### src/rtl/kv_write_fsm.sv
// Key vault write sequencer: copies an engine result into a vault entry one dword
// per granted cycle, then zero-fills the remainder of the entry.
module kv_write_fsm #(
    parameter int DATA_WIDTH      = 512,
    parameter int KV_ENTRY_DWORDS = 16
) (
    input  logic                                  clk,
    input  logic                                  rst_b,
    input  logic                                  zeroize,
    input  logic                                  start,
    input  logic                                  allow,
    input  logic [$clog2(DATA_WIDTH/32):0]        num_dwords,
    input  logic                                  kv_wr_grant,
    output logic [$clog2(DATA_WIDTH/32)-1:0]      read_offset,
    output logic                                  kv_we,
    output logic [$clog2(KV_ENTRY_DWORDS)-1:0]    kv_offset,
    output logic                                  kv_zero,
    output logic                                  kv_last,
    output logic                                  ready,
    output logic                                  done,
    output logic [1:0]                            error_code
);

    localparam int SRC_DWORDS = DATA_WIDTH / 32;
    localparam int OFFSET_W   = $clog2(SRC_DWORDS);
    localparam int ENTRY_W    = $clog2(KV_ENTRY_DWORDS);

    localparam logic [1:0] IDLE  = 2'd0;
    localparam logic [1:0] WRITE = 2'd1;
    localparam logic [1:0] ZERO  = 2'd2;
    localparam logic [1:0] DONE  = 2'd3;

    localparam logic [OFFSET_W:0] SRC_LIMIT   = (OFFSET_W+1)'(SRC_DWORDS);
    localparam logic [ENTRY_W:0]  ENTRY_FULL  = (ENTRY_W+1)'(KV_ENTRY_DWORDS);
    localparam logic [ENTRY_W:0]  ENTRY_LAST  = (ENTRY_W+1)'(KV_ENTRY_DWORDS - 1);
    localparam logic [ENTRY_W:0]  OFF_ONE     = (ENTRY_W+1)'(1);

    logic [1:0]          state_q, state_d;
    logic [ENTRY_W:0]    offset_q, offset_d;
    logic [OFFSET_W:0]   len_q, len_d;
    logic [1:0]          err_q, err_d;

    logic                accept;
    logic [ENTRY_W:0]    len_ext;
    logic                data_last;
    logic                full_len;
    logic                zero_last;

    assign len_ext   = (ENTRY_W+1)'(len_q);
    assign data_last = (offset_q == len_ext - OFF_ONE);
    assign full_len  = (len_ext == ENTRY_FULL);
    assign zero_last = (offset_q == ENTRY_LAST);

    assign ready       = (state_q == IDLE);
    assign done        = (state_q == DONE);
    assign kv_we       = (state_q == WRITE) || (state_q == ZERO);
    assign kv_zero     = (state_q == ZERO);
    assign kv_offset   = offset_q[ENTRY_W-1:0];
    assign read_offset = (state_q == WRITE) ? offset_q[OFFSET_W-1:0] : '0;
    assign error_code  = err_q;
    assign accept      = kv_we && kv_wr_grant;
    // Final write is either the last data dword of a full-length result or the last zero-fill dword.
    assign kv_last     = accept && (((state_q == WRITE) && data_last && full_len) ||
                                    ((state_q == ZERO) && zero_last));

    always_comb begin
        state_d  = state_q;
        offset_d = offset_q;
        len_d    = len_q;
        err_d    = err_q;
        case (state_q)
            IDLE: begin
                if (start) begin
                    len_d    = num_dwords;
                    offset_d = '0;
                    if (!allow) begin
                        err_d   = 2'd1;
                        state_d = DONE;
                    end else if ((num_dwords == '0) || (num_dwords > SRC_LIMIT)) begin
                        err_d   = 2'd2;
                        state_d = DONE;
                    end else begin
                        err_d   = 2'd0;
                        state_d = WRITE;
                    end
                end
            end
            WRITE: begin
                if (accept) begin
                    if (data_last && full_len) begin
                        state_d  = DONE;
                        offset_d = '0;
                    end else begin
                        if (data_last) state_d = ZERO;
                        offset_d = offset_q + OFF_ONE;
                    end
                end
            end
            ZERO: begin
                if (accept) begin
                    if (zero_last) begin
                        state_d  = DONE;
                        offset_d = '0;
                    end else begin
                        offset_d = offset_q + OFF_ONE;
                    end
                end
            end
            DONE:    state_d = IDLE;
            default: state_d = IDLE;
        endcase
        if (zeroize) begin
            state_d  = IDLE;
            offset_d = '0;
            len_d    = '0;
            err_d    = '0;
        end
    end

    always_ff @(posedge clk or negedge rst_b) begin
        if (!rst_b) begin
            state_q  <= IDLE;
            offset_q <= '0;
            len_q    <= '0;
            err_q    <= '0;
        end else begin
            state_q  <= state_d;
            offset_q <= offset_d;
            len_q    <= len_d;
            err_q    <= err_d;
        end
    end

endmodule
### config.mk
export PLATFORM = sky130hd
export DESIGN_NAME = kv_write_fsm
export DESIGN_NICKNAME = d
export VERILOG_FILES = /design/src/rtl/kv_write_fsm.sv
export SDC_FILE = /design/constraint.sdc
export NUM_CORES = 1
export LEC_CHECK = 0
export ABC_AREA = 1
export CAP_MARGIN = 25
export CORE_ASPECT_RATIO = 1.25
export CORE_UTILIZATION = 50
export CTS_CLUSTER_SIZE = 8
export DETAILED_ROUTE_END_ITERATION = 8
export PLACE_DENSITY = 0.85
export RECOVER_POWER = 25
export SYNTH_ARGS = -nofsm -noshare
export SYNTH_HDL_FRONTEND = slang
export SYNTH_SLANG_ARGS = --single-unit
### constraint.sdc
create_clock -name clk -period 2.2 [get_ports clk]
set_input_delay 0.44 -clock clk [delete_from_list [all_inputs] [get_ports clk]]
set_output_delay 0.44 -clock clk [all_outputs]
set_load 0.1 [all_outputs]
Word-level counts from Yosys, hierarchy flattened
Cells that the tools add are included.
Word-level totals
  flip-flop bits (word level): 14
  input bits: 11
  output and inout bits: 15
  logic and storage cells: 61
Cells by class
  $add $sub $neg: 2
  magnitude comparators: 1
  eq/ne operators: 11
  multiplexer cells: 26
  reduce and logical (&&, ||, !) cells: 17
Operator list (number)
  5-bit 2-to-1 mux: 9
  2-bit 2-to-1 mux: 14
  5-bit case mux with 3 select lines: 1
  2-bit case mux with 4 select lines: 1
  1-bit logical AND: 6
  3-bit by 2-bit != test with 1-bit output, second input constant: 2
  3-bit != test, second input constant: 2
  5-bit by 1-bit adder with 5-bit output, second input constant: 1
  5-bit by 4-bit == test with 1-bit output, second input constant: 1
  5-bit == test: 1
  5-bit == test, second input constant: 1
  5-bit > comparator, second input constant: 1
  5-bit logical NOT: 1
  5-bit AND reduction: 1
  5-bit by 1-bit subtractor with 5-bit output, second input constant: 1
  2-bit == test, second input constant: 2
  4-bit 2-to-1 mux: 1
  4-bit by 3-bit != test with 1-bit output, second input constant: 1
  4-bit AND reduction: 1
  2-bit nonzero test: 2
  4-bit nonzero test: 1
  1-bit logical OR: 3
  2-bit by 1-bit == test with 1-bit output, second input constant: 1
  2-bit logical NOT: 1
  2-bit AND reduction: 1

Depth between registers and ports, before layout
Gate-level depths: netlist of the first run.
  depth in word-level cells: 7
  mapped depth: 14
  depth with buffers taken out: 14

Worst setup path after synthesis of the first run
OpenSTA, ideal clock, no wires.
  path type: reg2out
  from: register state_q[0]
  to: output kv_last
  data arrival time: 3.011 ns
  required time: 1.760 ns
  slack: -1.251 ns
  stages on the path, launching flop included: 5
  buffers on the path: 0
  path through: dfrtp_1 -> inv_1 -> ha_1 -> nand2_1 -> a21oi_1
On the way
  elaborated cells on any way between the ends: 9
  those cells by class: eq/ne (2); reduce/logical (7)
RTL lines
  start: declaration: RTL line 38  | logic [1:0] state_q, state_d;
  start signal: assignment: RTL line 127  | state_q <= state_d;
  2-bit == test (*)
  via kv_zero: RTL line 17  | output logic kv_zero,
  1-bit logical OR / 1-bit logical AND (equally long branches): RTL line 56, 64
  1-bit logical AND / 1-bit logical OR (equally long branches): RTL line 61, 63
  1-bit logical AND (*): RTL line 63  | assign kv_last = accept && (((state_q == WRITE) && data_last && full_len) ||
  end: declaration: RTL line 18  | output logic kv_last,
Mark *: on every way through the listed nets, which the timed path passes. The rest lies on a longest branch.

Final worst setup path of the first run
  from: register len_q[0] (netlist: len_ext[0])
  to: output kv_last
On the way
  longest elaborated chain between the ends: 6
  elaborated cells on any way between the ends: 7
  those cells by class: add/sub (1); eq/ne (2); reduce/logical (4)
Ends and longest elaborated chain
  start: declaration: RTL line 40  | logic [OFFSET_W:0] len_q, len_d;
  start signal: assignment: RTL line 129  | len_q <= len_d;
  5-bit by 1-bit subtractor with 5-bit output: RTL line 50  | assign data_last = (offset_q == len_ext - OFF_ONE);
  5-bit == test: RTL line 50
  1-bit logical AND: RTL line 63
  1-bit logical AND (*): RTL line 63
  1-bit logical OR (*): RTL line 63
  1-bit logical AND (*): RTL line 63
Every way passes the cells marked *; elsewhere a longest branch is shown, timed or not.

==> metrics.cfg, run 1 <==
[run_status]
status = finished, violations left
violations = setup timing

[hold_path]
holdCritPathClass = reg -> reg

[route]
via_count = 1168
dr.pass1.iters = 5
wire_per_inst_um = 12.6
drtIter0Drc = 33
drt-total-wl_mm = 2.82
ant_nets = 0
drc = 0
viasPerCell = 5.21

[placed_design]
place_ws_ns = 0.0259
dp_hpwl_mm = 2.20
routabilityCongestion = 0.869
port_buffers = 25
dpl_cell_area_um2 = 1530

[worst_setup_path]
cp-end-kind = output pin
worstPathArrival_ns = 1.96
cp.required_ns = 1.76
critical_path_buf_inv_count = 3
cp_slowest_cell = dfrtp_1
worstSetupPathType = reg -> out
crit_family = simple AND/OR/NAND/NOR gates
path_cells = inv_2, ha_4, inv_2, nand2_1, nand2_1, nor2_2, nand3_2, nor2_4, nand4_1, a21oi_4, buf_12
critPathMaxStageDelay_ns = 0.39
worstPathMaxFanout = 2
cp-start-kind = flip-flop

[floorplanning]
io_pins = 26
die_area_um2 = 2510
row_count = 19
core_area_um2 = 2190
die_w_um = 45.1
start_util_pct = 53.0
die_y_um = 55.8

[synth]
synth-seq-area-share_pct = 30.2
synthTopCellsByArea = dfrtp_1 (30%), nand2_1 (16%), ha_1 (9.7%)
yosys.area.top_type = dfrtp_1
synth.top_cell.area_share_pct = 30.2
synth_ff_type = dfrtp_1
syn_nets = 186
synth_commonest_cells = nand2_1 (50), inv_1 (27), nand3_1 (18)
netlist_area_um2 = 1160
ys_ff_latch = 14
synthCells = 166
yosysMostFrequentCell = nand2_1
yosysWarningCount = 0
avgSynthCellArea_um2 = 6.98
synth_edf_count = 0
synth_cell_types = 28
async_flop_share_pct = 100

[grt]
antenna_found_initial = 0
grt_overflow = 0
gr-usage-all-layers_pct = 24.6
grt_pass1_vias = 1116
grt_pass1_wl_mm = 4.55
grt_start_max_net_pins = 15

[cells_and_area]
fillerInstances = 168
layout.nets = 215
regArea_um2 = 350
fin_area_um2 = 1590
multiInputGateArea_um2 = 692
area_growth_pct = 37.6
drive_above_1_share_pct = 22.8
antenna_cells = 0

[power]
power_leakage_nw = 0.826
p_sw_mw = 1.08
combPwrFrac_pct = 73.4
ir_worst_vdd_mv = 1.28
p_int_mw = 0.857
seqPwrFrac_pct = 18.9
total_power_mw = 1.94
pwr-share-clk_pct = 7.7
p_sw_share_pct = 55.8
powerDensity_nw_per_um2 = 1220

[run]
maxCapViolations = 0

[sta]
post-route-min-period_ns = 2.40
setup_viol = 1
finalCritPeriodShare_pct = 109
skew_ns = 0.00914
worstMarginPinSlew_ns = 0.669
finalWorstSetupSlack_ns = -0.202
maxSlewViolCount = 0
rsz0062_at_grt = true
max_slew_margin_pct = 55.3
hold-worst-slack_ns = 0.516
hold_violations = 0
max_freq_mhz = 416

[cts]
cts_buffers = 3
cts_root_buf = clkbuf_4
path_clk_slew_ns = 0.09
clkSinkCount = 14
tritoncts = done
clock_latency_ns = 0.29
cts.htree.levels = 1
cts.path.max_buffers = 2

-- logic make-up after synthesis --
| logic type | Yosys count | share of synthesized area, % |
|---|---|---|
| AO/OA/AOI/OAI | 15 | 7.78 |
| XOR/XNOR | 5 | 3.78 |
| adder cells (fa/ha/maj) | 9 | 9.72 |
| buffers and inverters | 37 | 14.5 |
| flip-flops | 14 | 30.2 |
| multiplexers | 1 | 0.972 |
| AND/OR/NAND/NOR | 85 | 33.0 |
-- power groups by stage --
stage	Clock [mW]	Combinational [mW]	Sequential, mW
6_report	0.149	1.42	0.367
5_1_grt	0.160	1.50	0.375
4_1_cts	0.146	1.41	0.365
3_5_place_dp	0	1.37	0.370
3_3_place_gp	0	1.34	0.368
2_1_floorplan	0	1.01	0.393
-- final timing paths --
path | start | to | slack, ns | cells past startpoint
min in group asynchronous | rst_b | error_code[0]$_DFFE_PN0P_ | 0.62 | 1
setup reg to reg | state_q[1]$_DFFE_PN0P_ | state_q[0]$_DFFE_PN0P_ | 0.19 | 10
hold reg to reg | error_code[0]$_DFFE_PN0P_ | error_code[0]$_DFFE_PN0P_ | 0.52 | 1
max in group asynchronous | rst_b | state_q[1]$_DFFE_PN0P_ | 1.15 | 1
setup / recovery | len_ext[0]$_DFFE_PN0P_ | kv_last | -0.20 | 11
hold / removal | error_code[0]$_DFFE_PN0P_ | error_code[0]$_DFFE_PN0P_ | 0.52 | 1
-- worst register-to-register path: cells and delay by family, from the launching register on --
kind | cells | cell delay [ns]
AOI/OAI and AO/OA | 3 | 0.59
adders and majority gates | 1 | 0.23
buffers and inverters | 3 | 0.35
DFF | 1 | 0.44
and+or+nand+nor | 3 | 0.30
-- cell usage in the layout, fill, tap and decap left out, types with 2 or more instances in the layout --
cell type	synthesis	routed
nor2_4	2	2
xnor2_1	2	2
clkdlybuf4s50_1	0	9
nand2_1	50	50
nand3_1	18	18
inv_2	1	4
buf_4	5	14
ha_4	0	3
xor2_1	3	3
dfrtp_1	14	14
nor2_1	7	7
ha_1	9	5
o21ai_0	8	8
nand2_2	2	2
buf_12	0	9
clkbuf_4	0	3
nand3b_1	2	2
inv_1	27	24
-- per-stage QoR --
step	utilization [%]	setup TNS (ns)	cells
global placement	69.9	0	217
detailed placement	69.9	0	217
CTS	72.5	-0.160	223
finish	72.9	-0.202	224
global route	72.9	-0.280	224
floorplan	-	-0.0841	166
-- flip-flops by register name (all words and copies together), names as in the netlist --
signal      cells
offset_q        5
error_code      2
len_ext         5
state_q         2
-- cell type report --
cell class                      count  share of cell area, %
Sequential cell                    14                   22.0
Tap cell                           31                   2.43
Clock buffer                        3                   1.41
Multi-Input combinational cell    115                   43.4
Inverter                           28                   6.59
Timing Repair Buffer               33                   24.2
-- routing by layer --
| metal | wire (µm) | share of wire (%) | vias up | GRT usage, % |
|---|---|---|---|---|
| met3 | 135 | 4.8 | 20 | 2.60 |
| met1 | 1040 | 37 | 522 | 25.7 |
| met4 | 161 | 5.7 | 0 | 16.9 |
| met5 | 0 | 0 | - | 0 |
| li1 | - | - | 568 | - |
| met2 | 1490 | 53 | 58 | 43.3 |
-- what timing repair did --
item                                    in CTS  in global routing
gates cloned                                 0                  0
pin swaps                                    2                  2
hold buffers                                 0                  0
setup buffers                                3                  1
endpoints found under the setup margin       1                  1
resized for setup                            4                  0
No activity file was read; power rests on OpenSTA's default activity.
==> run 2, diff against run 1 <==
CELL_PAD_IN_SITES_DETAIL_PLACEMENT = 0   (was unset)
CELL_PAD_IN_SITES_GLOBAL_PLACEMENT = 1   (was unset)
CORE_UTILIZATION = 35   (was 50)
==> metrics.cfg, run 2 (synthesized netlist as in run 1, its figures left out) <==
[sta]
finalWorstSetupSlack_ns = -0.142
skew_ns = 0.00301
rsz0062_at_grt = true
tns_ns = -0.142
finalCritPeriodShare_pct = 106
max_slew_margin_pct = 54.1
max_freq_mhz = 427
setup_viol = 1
worstMarginPinSlew_ns = 0.686
maxSlewViolCount = 0
post-route-min-period_ns = 2.34
hold_violations = 0

[cells_and_area]
layout.nets = 219
postLayoutCoreUtil_pct = 52.3
layout_common_cells = nand2_1 (48), inv_1 (24), nand3_1 (18), buf_4 (18), dfrtp_1 (14)
drive_above_1_share_pct = 26.3
final_cells = 235
fin_area_um2 = 1670
antenna_cells = 0
final_common_cell = nand2_1
area_growth_pct = 44.3

[floorplanning]
die_y_um = 66.3
die_area_um2 = 3550
io_pins = 26
core_area_um2 = 3190
start_util_pct = 36.3
die_w_um = 53.5
row_count = 23

[power]
ir_worst_vdd_mv = 1.14
powerDensity_nw_per_um2 = 1220
power_leakage_nw = 0.859

[worst_setup_path]
cp.required_ns = 1.76
worstPathArrival_ns = 1.90
worstSetupPathType = reg -> out
cp_slowest_cell = dfrtp_1
cp-end-kind = output pin
worstPathMaxFanout = 2
critPathMaxStageDelay_ns = 0.39
cp-start-kind = flip-flop
path_cells = inv_2, ha_4, nand2_1, nand2_2, nor2_2, nand3_2, nor2_4, nand4_1, a21oi_4, buf_12

[grt]
grt_overflow = 0
gr-usage-all-layers_pct = 19.4
grt_start_max_net_pins = 15
grt_pass1_vias = 1223
antenna_found_initial = 0
grt_pass1_wl_mm = 5.00

[placed_design]
port_buffers = 25
routabilityCongestion = 0.878
place_ws_ns = 0.00298
dpl_cell_area_um2 = 1550
place_inst = 225
dp_hpwl_mm = 2.27

[route]
ant_nets = 0
drt-total-wl_mm = 2.88
via_count = 1157
drtIter0Drc = 21
dr.pass1.iters = 4
drc = 0
wire_per_inst_um = 12.3
viasPerCell = 4.92

[cts]
cts_buffers = 3
path_clk_slew_ns = 0.06
cts_root_buf = clkbuf_8
clock_latency_ns = 0.24
clkSinkCount = 14
cts_hold_buf = 0
cts.path.max_buffers = 2
tritoncts = done
cts.htree.levels = 1

[hold_path]
holdCritPathClass = reg -> reg

[run]
maxCapViolations = 0

[run_status]
violations = setup timing
status = finished, violations left

-- run 2: routing by layer --
layer	vias up	share of wire [%]	GRT usage, %	routed length [µm]
met2	29	55	36.3	1590
met3	12	4.3	2.53	124
met1	538	37	19.0	1070
met5	-	0	0	0
met4	0	3.3	12.2	94
li1	578	-	-	-
-- run 2: worst max-delay path, delay by kind of cell (launching register included) --
kind            cells  cell delay, ns
compound gates      1            0.22
fa+ha+maj           1            0.21
buf+inv             2            0.28
flops               1            0.39
simple gates        6            0.55
-- run 2: what timing repair did --
action / CTS / global route
hold endpoints to repair: 0 / 0
gates resized for setup: 4 / 3
buffers inserted: 4 / 2
endpoints found under the setup margin: 1 / 1
pin swaps: 2 / 2
cloned: 0 / 0
-- run 2: stage by stage --
step | total power [mW] | hold WS (ns)
after floorplan | 1.40 | 0.144
after global placement | 1.74 | 0.501
after detailed placement | 1.76 | 0.502
after CTS | 2.04 | 0.520
after global routing | 2.17 | 0.546
final | 2.04 | 0.517
-- run 2: final timing paths --
check,startpoint,endpoint,slack (ns),cells past startpoint
max in group asynchronous,rst_b,offset_q[1]$_DFFE_PN0P_,1.09,1
min in group asynchronous,rst_b,offset_q[0]$_DFFE_PN0P_,0.68,1
setup / recovery,len_ext[0]$_DFFE_PN0P_,kv_last,-0.14,10
hold reg to reg,error_code[0]$_DFFE_PN0P_,error_code[0]$_DFFE_PN0P_,0.52,1
hold / removal,error_code[0]$_DFFE_PN0P_,error_code[0]$_DFFE_PN0P_,0.52,1
setup reg to reg,state_q[1]$_DFFE_PN0P_,state_q[0]$_DFFE_PN0P_,0.26,10
-- run 2: final cells by class --
type	instances	area, µm²
fillers	309	1520
multi-input cells	115	699
repair buffers	37	415
flip-flops and latches	14	350
inverters	28	105
clock buffers	4	55.1
well taps	37	46.3
-- run 2: where the power goes --
| part | switching (mW) | internal [mW] |
|---|---|---|
| Combinational | 0.920 | 0.502 |
| Clock | 0.0931 | 0.158 |
| Sequential | 0.0614 | 0.307 |
